## config.mk

```make
export PLATFORM = sky130hd
export DESIGN_NAME = mem_arbiter
export DESIGN_NICKNAME = d
export VERILOG_FILES = /design/src/rtl/mem_arbiter.sv
export SDC_FILE = /design/constraint.sdc
export NUM_CORES = 1
export LEC_CHECK = 0
export ABC_AREA = 1
export ABC_CLOCK_PERIOD_IN_PS = 1400
export BUFFER_PORTS_ARGS = -buffer_cell sky130_fd_sc_hd__buf_2
export CORE_MARGIN = 8
export CORE_UTILIZATION = 30
export DETAILED_ROUTE_END_ITERATION = 12
export GPL_TIMING_DRIVEN = 0
export PLACE_DENSITY = 0.7
export SLEW_MARGIN = 10
export SYNTH_ARGS = -nofsm -noshare
export SYNTH_HDL_FRONTEND = slang
export SYNTH_SLANG_ARGS = --single-unit
```

## constraint.sdc

```tcl
create_clock -name clk_i -period 1.4 [get_ports clk_i]
set_clock_uncertainty 0.15 [all_clocks]
set_input_delay 0.14 -clock clk_i [delete_from_list [all_inputs] [get_ports clk_i]]
set_output_delay 0.14 -clock clk_i [all_outputs]
set_load 0.005 [all_outputs]
```

## src/rtl/mem_arbiter.sv

```systemverilog
// Single-ported memory arbiter between instruction fetch and data ports, 1-cycle read responses.
// Optional fetch starvation guard compiled in with MEM_ARB_FAIRNESS_EN.
module mem_arbiter #(
  parameter int DATA_WIDTH   = 32,
  parameter int ADDR_WIDTH   = 32,
  parameter int STARVE_LIMIT = 4
) (
  input  logic                  clk_i,
  input  logic                  rst_i,
  input  logic                  if_req_i,
  input  logic [ADDR_WIDTH-1:0] if_addr_i,
  output logic [DATA_WIDTH-1:0] if_rdata_o,
  output logic                  if_valid_o,
  output logic                  stall_if_o,
  input  logic                  dm_req_i,
  input  logic                  dm_we_i,
  input  logic [ADDR_WIDTH-1:0] dm_addr_i,
  input  logic [DATA_WIDTH-1:0] dm_wdata_i,
  output logic [DATA_WIDTH-1:0] dm_rdata_o,
  output logic                  dm_valid_o,
  output logic                  stall_dm_o,
  output logic                  mem_en_o,
  output logic                  mem_we_o,
  output logic [ADDR_WIDTH-1:0] mem_addr_o,
  output logic [DATA_WIDTH-1:0] mem_wdata_o,
  input  logic [DATA_WIDTH-1:0] mem_rdata_i
);

  typedef enum logic [1:0] {
    R_NONE = 2'd0,
    R_IF   = 2'd1,
    R_DM   = 2'd2
  } resp_e;

  resp_e                 r_state;
  resp_e                 w_state_next;
  logic                  w_force_if;
  logic                  w_grant_if;
  logic                  w_grant_dm;
  logic [DATA_WIDTH-1:0] r_if_hold;
  logic [DATA_WIDTH-1:0] r_dm_hold;

  // Data wins a conflict unless fetch has lost too many in a row.
  assign w_grant_dm = dm_req_i & ~(if_req_i & w_force_if);
  assign w_grant_if = if_req_i & ~w_grant_dm;

`ifdef MEM_ARB_FAIRNESS_EN
  localparam int CNT_W = $clog2(STARVE_LIMIT + 1);

  logic [CNT_W-1:0] r_starve;

  assign w_force_if = (r_starve == CNT_W'(STARVE_LIMIT));

  always_ff @(posedge clk_i or negedge rst_i) begin
    if (!rst_i) begin
      r_starve <= '0;
    end else if (!if_req_i || w_grant_if) begin
      r_starve <= '0;
    end else if (dm_req_i && (r_starve != CNT_W'(STARVE_LIMIT))) begin
      r_starve <= r_starve + CNT_W'(1);
    end
  end
`else
  assign w_force_if = 1'b0;
`endif

  assign stall_if_o  = if_req_i & ~w_grant_if;
  assign stall_dm_o  = dm_req_i & ~w_grant_dm;
  assign mem_en_o    = w_grant_if | w_grant_dm;
  assign mem_we_o    = w_grant_dm & dm_we_i;
  assign mem_addr_o  = w_grant_dm ? dm_addr_i : if_addr_i;
  assign mem_wdata_o = dm_wdata_i;

  always_ff @(posedge clk_i or negedge rst_i) begin
    if (!rst_i) begin
      r_state <= R_NONE;
    end else begin
      r_state <= w_state_next;
    end
  end

  always_comb begin
    w_state_next = R_NONE;
    if_valid_o   = 1'b0;
    dm_valid_o   = 1'b0;
    if (w_grant_if) begin
      w_state_next = R_IF;
    end else if (w_grant_dm && !dm_we_i) begin
      w_state_next = R_DM;
    end
    case (r_state)
      R_IF:    if_valid_o = 1'b1;
      R_DM:    dm_valid_o = 1'b1;
      default: ;
    endcase
  end

  // Response data is forwarded in its valid cycle and held afterwards.
  always_ff @(posedge clk_i or negedge rst_i) begin
    if (!rst_i) begin
      r_if_hold <= '0;
      r_dm_hold <= '0;
    end else begin
      if (r_state == R_IF) r_if_hold <= mem_rdata_i;
      if (r_state == R_DM) r_dm_hold <= mem_rdata_i;
    end
  end

  assign if_rdata_o = if_valid_o ? mem_rdata_i : r_if_hold;
  assign dm_rdata_o = dm_valid_o ? mem_rdata_i : r_dm_hold;

endmodule

```

==> flow_metrics.env <==
export IMPL_grt_antenna_before_repair=0
export IMPL_yosysWarnings=0
export IMPL_timing_final_hold_violations=9
export IMPL_r2r_end="r_dm_hold[12]$_DFFE_PN0N_"
export IMPL_postSynthCellCount=494
export IMPL_vdd_drop_max_mv=0.578
export IMPL_globalRoute_totalOverflow=0
export IMPL_reg2reg_setup_slack_ns=0.13
export IMPL_wirelength_mm=14.8
export IMPL_chipHeight_microns=132
export IMPL_cts_made_buffers=9
export IMPL_clock_root_buffer="clkbuf_16"
export IMPL_holdCritStartpoint="mem_rdata_i[5]"
export IMPL_r2r_start="r_state[0]$_DFF_PN0_"
export IMPL_netlist_area_sq_um=4030
export IMPL_drive_gt1_share_pct=49.9
export IMPL_finish_net_count=904
export IMPL_pin_count_of_the_biggest_net_entering_global_routing=46
export IMPL_power_static_leakage_nw=3.76
export IMPL_min_period_ns=1.75
export IMPL_detail_route_vias_per_cell=4.26
export IMPL_critPathRequiredTime_ns=1.11
export IMPL_gr_util_all_layers_pct=16.8
export IMPL_final_min_period_over_clock_period_pct=125
export IMPL_timing_max_transition_violations_final=0
export IMPL_failed_checks="hold timing, setup timing"
export IMPL_setup_viol=66
export IMPL_die_area_sq_um=17400
export IMPL_layout_core_utilization_pct=46.9
export IMPL_clock_tree_from_tritoncts="built"
export IMPL_cts_buffer_depth=2
export IMPL_outcome="finished with violations"
export IMPL_grt_pass1_vias=4325
export IMPL_placed_cells=903
export IMPL_worst_path_max_fanout=10
export IMPL_htree_levels=3
export IMPL_sequential_fraction_of_the_synthesis_area_pct=40.9
export IMPL_antenna_left=0
export IMPL_yosysUniqueCellTypes=16
export IMPL_synthToLayoutAreaGrowth_pct=53.3
export IMPL_timing_reg2reg_worst_path_depth=6
export IMPL_std_cell_rows=42
export IMPL_detail_route_iter0_violations=158
export IMPL_finalWorstSetupSlack_ns=-0.352
export IMPL_worst_setup_path_type="register to output port"
export IMPL_coreArea_sq_um=13200
export IMPL_timing_critical_path_arrival_ns=1.46
export IMPL_power_density_nw_per_um2=1080
export IMPL_initial_core_util_pct=30.6
export IMPL_clock_sinks=66
export IMPL_vias=4052
export IMPL_achievable_frequency_mhz=571
export IMPL_detail_route_wl_per_cell_microns=15.6
export IMPL_timing_critical_path_to_type="output port"
export IMPL_place_ws_ns=-0.0794
export IMPL_numPortBuffers=232
export IMPL_clk_transition_reported_paths_ns=0.06
export IMPL_gp_congestion=0.809
export IMPL_worst_hold_slack_ns=-0.0420
export IMPL_drc_violation_count_after_routing=0
export IMPL_boundaryPins=267
export IMPL_num_antenna_cells=0
export IMPL_die_x_microns=132
export IMPL_global_route_wire_length_before_repair_mm=23.3
export IMPL_clock_latency_ns=0.33
export IMPL_timing_max_cap_violations=0
export IMPL_startpoint_type="register"
export IMPL_ys_seq_elements=66
export IMPL_cts_hold_fix_buffers=30
export IMPL_synthesis_nets=627
export IMPL_unrepaired_setup_endpoints_after_global_routing="yes"
export IMPL_worstHoldEndpoint="r_if_hold[5]$_DFFE_PN0N_"
export IMPL_worstHoldPathType="input pin to register"
export IMPL_avgSynthCellArea_sq_um=8.17
export IMPL_detail_route_first_pass_iterations=4
export IMPL_finish_cell_count_without_fillers=952
export IMPL_hold_path_depth=3
export IMPL_dp_hpwl_mm=12.1
sequential cells by signal, indices dropped and copies added, names as in the netlist:
register / flops
r_dm_hold: 32
r_if_hold: 32
r_state: 2
worst max-delay path, cell delays in order, from the launching register on:
cell and delay [ns]:
dfrtp_1 0.37, buf_6 0.16, inv_8 0.09, nand2_8 0.09
buf_12 0.18, nand2_4 0.06, nand2_1 0.06, buf_2 0.13
cell type report:
type / count / area, sq um
Sequential cell: 66 / 1650
Tap cell: 176 / 220
Multi-Input combinational cell: 360 / 1870
Clock buffer: 9 / 225
Timing Repair Buffer: 266 / 1540
Fill cell: 1307 / 7010
Clock inverter: 7 / 92.6
Inverter: 8 / 45.0
Buffer: 60 / 532
per-layer routing:
layer  GRT usage [%]  vias up  wire length, microns
met5               0        -                     0
met4            7.15        0                   430
li1                -     2051                     -
met3            5.98       26                  1230
met1            16.5     1798                  5390
met2            31.1      177                  7790
per-stage QoR:
step,area [sq um],TNS [ns],power [mW]
floorplan,4030,0,3.38
global placement,5420,-23.91,4.19
detailed placement,5450,-1.34,4.24
CTS,6150,-21.68,6.81
global route,6180,-25.55,7.09
finish,6180,-20.20,6.70
Yosys cell counts (all sizes together):
library cell	n	share of area, %
conb	1	0.093
buf	60	12
inv	8	1.1
dfrtp	66	41
nand2	293	38
nor2	2	0.19
nand3	64	7.9
repair_timing:
item,in CTS,in global routing
setup endpoints to repair,66,66
cloned,0,1
hold endpoints to repair,131,8
resized for setup,25,2
buffers inserted,2,0
pin swaps,2,0
worst max-delay path by stage:
stage	cells after the start	endpoint	start	slack, ns
after floorplan	5	dm_rdata_o[10]	r_state[0]$_DFF_PN0_	0.20
after global placement	1	r_dm_hold[7]$_DFFE_PN0N_	rst_i	-0.35
after detailed placement	6	if_rdata_o[21]	r_state[1]$_DFF_PN0_	-0.08
after CTS	7	dm_rdata_o[5]	r_state[0]$_DFF_PN0_	-0.35
after global routing	7	if_rdata_o[7]	r_state[1]$_DFF_PN0_	-0.43
final	7	dm_rdata_o[26]	r_state[0]$_DFF_PN0_	-0.35
where the power goes:
part           internal [mW]  switching (mW)
Sequential              2.20           0.202
Clock                   1.56           0.855
Combinational          0.941           0.938
Total                   4.70            1.99
cells in the final DEF (no fill, tap or decap), drive strengths merged:
cell,n
buf,294
nand2,293
dfrtp,66
nand3,64
dlygate4sd3,30
clkbuf,11
inv,9
clkinv,4
nor2,2
bufinv,2
conb,1
kinds of logic after synthesis:
logic type             Yosys count  synth area share, %
AND/OR/NAND/NOR                359                 45.7
other                            1               0.0930
flip-flops                      66                 40.9
buffers and inverters           68                 13.3
Note: power is estimated with default switching activity, not from simulation.
